--- config.mk ---
export PLATFORM = sky130hd
export DESIGN_NAME = fdiv_iter
export DESIGN_NICKNAME = d
export VERILOG_FILES = /design/src/rtl/fpu_pkg.sv /design/src/rtl/fdiv_seed_rom.sv /design/src/rtl/fdiv_iter.sv
export SDC_FILE = /design/constraint.sdc
export NUM_CORES = 2
export LEC_CHECK = 0
export BUFFER_PORTS_ARGS = -buffer_cell sky130_fd_sc_hd__buf_2
export CAP_MARGIN = 30
export CORE_ASPECT_RATIO = 0.75
export CORE_MARGIN = 2
export CORE_UTILIZATION = 35
export CTS_BUF_LIST = sky130_fd_sc_hd__clkbuf_16
export DETAILED_ROUTE_END_ITERATION = 8
export GPL_TIMING_DRIVEN = 0
export PLACE_DENSITY_LB_ADDON = 0.1
export REMOVE_ABC_BUFFERS = 1
export SETUP_SLACK_MARGIN = 0.05
export SKIP_LAST_GASP = 1
export SYNTH_ARGS = -nofsm -noshare
export SYNTH_HDL_FRONTEND = slang
export SYNTH_SLANG_ARGS = --single-unit
--- constraint.sdc ---
create_clock -name clk -period 23.4 [get_ports clk]
set_input_delay 1.17 -clock clk [delete_from_list [all_inputs] [get_ports clk]]
set_output_delay 1.17 -clock clk [all_outputs]
set_load 0.05 [all_outputs]
--- src/rtl/fpu_pkg.sv ---
// Shared FPU types and constants: float field layout, IEEE encodings and the
// divider FSM state type.
package fpu_pkg;

  typedef struct packed {
    logic        sign;
    logic [7:0]  exp;
    logic [22:0] man;
  } float_t;

  localparam int unsigned BIAS    = 127;
  localparam logic [7:0]  EXP_INF = 8'hFF;
  localparam logic [31:0] QNAN    = 32'h7FC0_0000;

  typedef enum logic [2:0] {
    IDLE,
    SEED,
    NR,
    MUL,
    NORM,
    DONE
  } fdiv_state_t;

  // Signed infinity and signed zero encodings.
  function automatic logic [31:0] pack_inf(input logic s);
    return {s, EXP_INF, 23'd0};
  endfunction

  function automatic logic [31:0] pack_zero(input logic s);
    return {s, 31'd0};
  endfunction

endpackage

--- src/rtl/fdiv_seed_rom.sv ---
// Reciprocal seed table for the iterative divider. Entry i holds the reciprocal
// of the midpoint of mantissa interval i, as a 10-bit fraction (value = entry/1024).
module fdiv_seed_rom #(
  parameter int unsigned SEED_BITS = 8
) (
  input  logic [SEED_BITS-1:0] idx,
  output logic [9:0]           seed
);

  // Midpoint m = (2^(S+1) + 2i + 1) / 2^(S+1); entry = round(1024 / m).
  function automatic logic [9:0] seed_val(input int unsigned i);
    int unsigned den;
    int unsigned num;
    int unsigned v;
    den = (32'd1 << (SEED_BITS + 1)) + 2 * i + 1;
    num = 32'd1 << (SEED_BITS + 11);
    v   = (num + den / 2) / den;
    return v[9:0];
  endfunction

  logic [9:0] rom [2**SEED_BITS];

  // Table contents are constants fixed at elaboration.
  for (genvar i = 0; i < 2**SEED_BITS; i++) begin : g_rom
    assign rom[i] = seed_val(i);
  end

  assign seed = rom[idx];

endmodule

--- src/rtl/fdiv_iter.sv ---
// Multi-cycle single-precision divider y = x1 / x2 using a table seed refined by
// Newton-Raphson on one shared 32x32 multiplier, all arithmetic in Q2.30.
// Optional macro FDIV_IEEE_SPECIAL_EN decodes NaN/infinity operands.
module fdiv_iter
  import fpu_pkg::*;
#(
  parameter int unsigned NR_ITER   = 2,
  parameter int unsigned SEED_BITS = 8
) (
  input  logic        clk,
  input  logic        rst,
  input  logic [31:0] x1,
  input  logic [31:0] x2,
  input  logic        valid_i,
  output logic        ready_o,
  output logic [31:0] y,
  output logic        ovf,
  output logic        valid_o,
  input  logic        ready_i
);

  localparam int unsigned NrCyc = 2 * NR_ITER;
  localparam int unsigned CntW  = (NrCyc > 2) ? $clog2(NrCyc) : 1;
  localparam logic [31:0] TwoQ  = 32'h8000_0000;  // 2.0 in Q2.30

  fdiv_state_t state_q, state_d;
  float_t      f1, f2;
  logic        accept;

  logic            sign_q;
  logic [7:0]      e1_q, e2_q;
  logic [23:0]     m1_q, m2_q;
  logic [CntW-1:0] cnt_q;
  logic [31:0]     r_q, t_q, q_q;
  logic [31:0]     y_q;
  logic            ovf_q, valid_q;

  logic [9:0]  seed;
  logic [31:0] mul_a, mul_b, prod_q30;
  logic [63:0] prod;

  logic               shift, rbit, carry;
  logic [23:0]        mant_pre, mant;
  logic [24:0]        mant_rnd;
  logic signed [9:0]  e_res;
  logic [31:0]        res_y, spec_y;
  logic               res_ovf, spec_ovf, spec_hit;
  logic               unused_bits;

  assign f1      = x1;
  assign f2      = x2;
  assign ready_o = (state_q == IDLE);
  assign accept  = valid_i && ready_o;
  assign y       = y_q;
  assign ovf     = ovf_q;
  assign valid_o = valid_q;

  fdiv_seed_rom #(
    .SEED_BITS(SEED_BITS)
  ) u_seed_rom (
    .idx  (m2_q[22 -: SEED_BITS]),
    .seed (seed)
  );

  // Next-state logic for the operation sequence.
  always_comb begin
    state_d = state_q;
    unique case (state_q)
      IDLE: if (accept) state_d = SEED;
      SEED: state_d = NR;
      NR:   if (cnt_q == CntW'(NrCyc - 1)) state_d = MUL;
      MUL:  state_d = NORM;
      NORM: state_d = DONE;
      DONE: if (valid_q && ready_i) state_d = IDLE;
      default: state_d = IDLE;
    endcase
  end

  // State register.
  always_ff @(posedge clk) begin
    if (rst) state_q <= IDLE;
    else     state_q <= state_d;
  end

  // Shared multiplier: m2*r on t-steps, r*t on r-steps, m1*r in MUL.
  always_comb begin
    mul_a = {1'b0, m2_q, 7'd0};
    mul_b = r_q;
    if (state_q == NR && cnt_q[0]) begin
      mul_a = r_q;
      mul_b = t_q;
    end else if (state_q == MUL) begin
      mul_a = {1'b0, m1_q, 7'd0};
    end
  end

  assign prod     = mul_a * mul_b;
  assign prod_q30 = prod[61:30];

  // Operand capture and iteration datapath; contents only matter once written.
  always_ff @(posedge clk) begin
    if (accept) begin
      sign_q <= f1.sign ^ f2.sign;
      e1_q   <= f1.exp;
      e2_q   <= f2.exp;
      m1_q   <= {1'b1, f1.man};
      m2_q   <= {1'b1, f2.man};
    end
    case (state_q)
      SEED: begin
        r_q   <= {2'b00, seed, 20'd0};
        cnt_q <= '0;
      end
      NR: begin
        if (!cnt_q[0]) t_q <= TwoQ - prod_q30;
        else           r_q <= prod_q30;
        cnt_q <= cnt_q + 1'b1;
      end
      MUL: q_q <= prod_q30;
      default: ;
    endcase
  end

  // Normalise q to [1,2), round to nearest, re-normalise on carry.
  always_comb begin
    shift    = ~q_q[30];
    mant_pre = shift ? q_q[29:6] : q_q[30:7];
    rbit     = shift ? q_q[5] : q_q[6];
    mant_rnd = {1'b0, mant_pre} + {24'd0, rbit};
    carry    = mant_rnd[24];
    mant     = carry ? mant_rnd[24:1] : mant_rnd[23:0];
    e_res    = $signed({2'b00, e1_q}) - $signed({2'b00, e2_q}) + $signed(10'(BIAS))
             - $signed({9'd0, shift}) + $signed({9'd0, carry});
  end

`ifdef FDIV_IEEE_SPECIAL_EN
  // NaN/infinity decode; takes priority over the ordinary rules.
  always_comb begin
    spec_hit = 1'b1;
    spec_y   = QNAN;
    spec_ovf = 1'b0;
    if ((e1_q == EXP_INF && |m1_q[22:0]) || (e2_q == EXP_INF && |m2_q[22:0]) ||
        (e1_q == 8'd0 && e2_q == 8'd0) || (e1_q == EXP_INF && e2_q == EXP_INF)) begin
      spec_y = QNAN;
    end else if (e1_q == EXP_INF) begin
      spec_y = pack_inf(sign_q);
    end else if (e2_q == EXP_INF) begin
      spec_y = pack_zero(sign_q);
    end else begin
      spec_hit = 1'b0;
    end
  end
`else
  assign spec_hit = 1'b0;
  assign spec_y   = QNAN;
  assign spec_ovf = 1'b0;
`endif

  // Result selection: special operands, zero divisor/dividend, exponent range.
  always_comb begin
    res_y   = {sign_q, e_res[7:0], mant[22:0]};
    res_ovf = 1'b0;
    if (spec_hit) begin
      res_y   = spec_y;
      res_ovf = spec_ovf;
    end else if (e2_q == 8'd0) begin
      res_y   = pack_inf(sign_q);
      res_ovf = 1'b1;
    end else if (e1_q == 8'd0) begin
      res_y = pack_zero(sign_q);
    end else if (e_res >= 10'sd255) begin
      res_y   = pack_inf(sign_q);
      res_ovf = 1'b1;
    end else if (e_res <= 10'sd0) begin
      res_y = pack_zero(sign_q);
    end
  end

  // Output registers. valid_o follows the result register by one cycle and is
  // held with y/ovf until the consumer takes it.
  always_ff @(posedge clk) begin
    if (rst) begin
      y_q     <= '0;
      ovf_q   <= 1'b0;
      valid_q <= 1'b0;
    end else begin
      if (state_q == NORM) begin
        y_q   <= res_y;
        ovf_q <= res_ovf;
      end
      if (state_q == DONE) begin
        if (!valid_q)     valid_q <= 1'b1;
        else if (ready_i) valid_q <= 1'b0;
      end
    end
  end

  // Product bits outside Q2.30, q's sign bit and below-round bits, and the
  // implied leading one are never needed.
  assign unused_bits = ^{prod[63:62], prod[29:0], q_q[31], q_q[4:0], mant[23]};

endmodule
==> flow_metrics.tcl <==
set metrics [dict create \
    clock_skew_ps 27.6 \
    yosys-top-cells-area "fa_1 41%, edfxtp_1 11%, ha_1 7.9%" \
    cts.clk_slew.worst_paths_ps 80 \
    status "complete, no violations" \
    synth-edff-count 155 \
    synth_top_cell_by_area "fa_1" \
    clockRootBuffer "clkbuf_16" \
    maxSlewHeadroom_pct 25.1 \
    coreArea_um2 124000 \
    layout_min_cycle_time_ps 12450 \
    drv_cap 0 \
    dp.cells 6538 \
    finalHoldViolCount 0 \
    finalNonFillerCells 6576 \
    path_class "register to register" \
    synthFlopType "edfxtp_1" \
    synth.most_common_cell "inv_1" \
    ys_async_sr_fraction_pct 0 \
    synth_cell_types 82 \
    holdWs_ps 460 \
    end_kind "register" \
    cts.sinks 192 \
    hp-class "register to register" \
    cts_tree "built" \
    fmax_mhz 80.3 \
    critical_path_required_ps 23590 \
    grtUsageMet2_pct 33.3 \
    path_max_fanout 72 \
    routedWlPerCell_um 24.3 \
    area_growth_pct 10.5 \
    crit_path_start_kind "register" \
    cts_buffers 17 \
    drt_iter0_markers 3132 \
    grt-ovfl-total 0 \
    critical-path-max-stage-delay_ps 910 \
    viasPerCell 5.21 \
    fin_crit_sh_pct 53.2 \
    drc_errors 0 \
    wl_mm 160 \
    gr-usage-met1_pct 42.9 \
    ys_seq_elements 192 \
    tightest_slew_ps 1120 \
    ys_warn_count 0 \
    grt_usage_pct 25.3 \
    top_usage_layer "met1" \
    die_height_um 311 \
    drive_gt1_share_pct 7.05 \
    met3_usage_pct 4.24 \
    cts_resized 0 \
    fp-row-count 112 \
    cts_setup_buffers 0 \
    hold_buffers 0 \
    pin_count 103 \
    crit_top_cell "fa_1" \
    finalSetupViolCount 0 \
    grt_max_degree 73 \
    gp_congestion 0.929 \
    ant_nets 0 \
    synth_top_area_share_pct 40.9 \
    portBuffers 102 \
    synth_commonest_cells "917 x inv_1, 897 x fa_1, 663 x nand2_1" \
    grt_pass1_wl_mm 241 \
    rsz0062_at_grt "no" \
    grt_pass1_vias 34843 \
    syn_area_um2 43900 \
    die_w_um 413 \
    timing.setup.tns_ps 0 \
    htree_num_levels 4 \
    r2r_setup_slack_ps 10950 \
    dr.pass1.iters 6 \
    antenna_found_initial 6 \
    dr_total_vias 34278 \
    cpMaxStageDelayCell "o311ai_0" \
    initial_core_util_pct 35.3 \
    clk_latency_ps 470 \
    synthCells 4953 \
    nets 6149 \
    crit_buf_inv 4 \
    die_area_um2 128000 \
    ys_seq_area_share_pct 12.3 \
    dp_hpwl_mm 134 \
    finalMaxSlewViolations 0 \
    clockBufferDepth 2 \
    syn_avg_cell_area_um2 8.87 \
    cp.arrival_ps 12640 \
    crit_family "adder cells" \
]
-- kinds of logic (layout without fill, tap and decap cells) --
family	after synthesis	count (layout)	share of synthesized area (%)
flip-flops	192	192	12.3
adder cells (fa/ha/maj)	1173	1173	48.8
XOR/XNOR	98	98	1.95
multiplexers	84	84	2.01
AND/OR/NAND/NOR	1672	1672	16.8
buffers and inverters	1185	1153	10.2
AO/OA/AOI/OAI	549	549	8.07
other	0	2	0
-- stage by stage --
step	area (µm²)	setup WS, ps	utilization [%]
floorplan	42900	10910	-
global placement	45500	5390	36.5
global route	48500	10340	39.0
finish	48500	10950	39.0
detailed placement	47800	11090	38.4
CTS	48400	11030	38.9
-- placed cells by master (no fill, tap or decap), types with 11 or more instances in the layout --
master / n
xnor2_1: 59
a21o_1: 24
mux2i_1: 44
and3_1: 19
nand4_1: 35
o21a_1: 26
and2_1: 179
a21oi_1: 154
nand3_1: 30
or2_2: 15
clkbuf_16: 17
or3_1: 11
a22o_1: 15
o21ai_2: 23
a211oi_1: 30
ha_1: 276
fa_1: 897
buf_8: 32
mux2_2: 14
buf_2: 102
buf_16: 47
nand2_1: 663
nor2_1: 592
mux2i_4: 12
o211ai_1: 24
mux2i_2: 12
nand2b_1: 24
inv_1: 917
nor4_1: 13
o21bai_1: 11
nor3_1: 32
a31oi_1: 28
o21ai_0: 113
xor2_1: 39
dfxtp_1: 37
edfxtp_1: 155
-- layer usage --
metal	vias to the layer above	share of wire [%]
met5	-	0.0081
li1	15248	-
met1	17780	52
met3	63	8.1
met4	2	1.5
met2	1185	38
-- state kept, by name (all words and copies together), names as in the netlist --
| signal | cells |
|---|---|
| q_q | 26 |
| valid_o | 1 |
| y | 32 |
| t_q | 32 |
| cnt_q | 2 |
| state_q | 3 |
| m2_q | 23 |
| ovf | 1 |
| r_q | 32 |
| e1_q | 8 |
| m1_q | 23 |
| sign_q | 1 |
| e2_q | 8 |
-- tightest hold or removal path, cell delays in order (launching register included) --
cell and delay (ps):
dfxtp_1 320, nand2_1 50, a21oi_1 50
-- path summary, 6_finish.rpt --
kind,startpoint,to,cells past startpoint
setup / recovery,state_q[1],t_q[31],28
hold / removal,y[31],y[31],2
setup reg to reg,state_q[1],t_q[31],28
hold reg to reg,y[31],y[31],2
-- area by class of cell --
cell class | count | area [µm²]
clock inverters | 15 | 223
inverters | 918 | 3450
well taps | 1653 | 2070
repair buffers | 203 | 2600
fillers | 12686 | 75900
diodes | 2 | 5.00
clock buffers | 17 | 425
multi-input cells | 3576 | 34400
flip-flops and latches | 192 | 5400
Power is left out: the tool's default activity adds up to more than one toggle a clock period on the data nets, which glitch-free logic cannot reach.
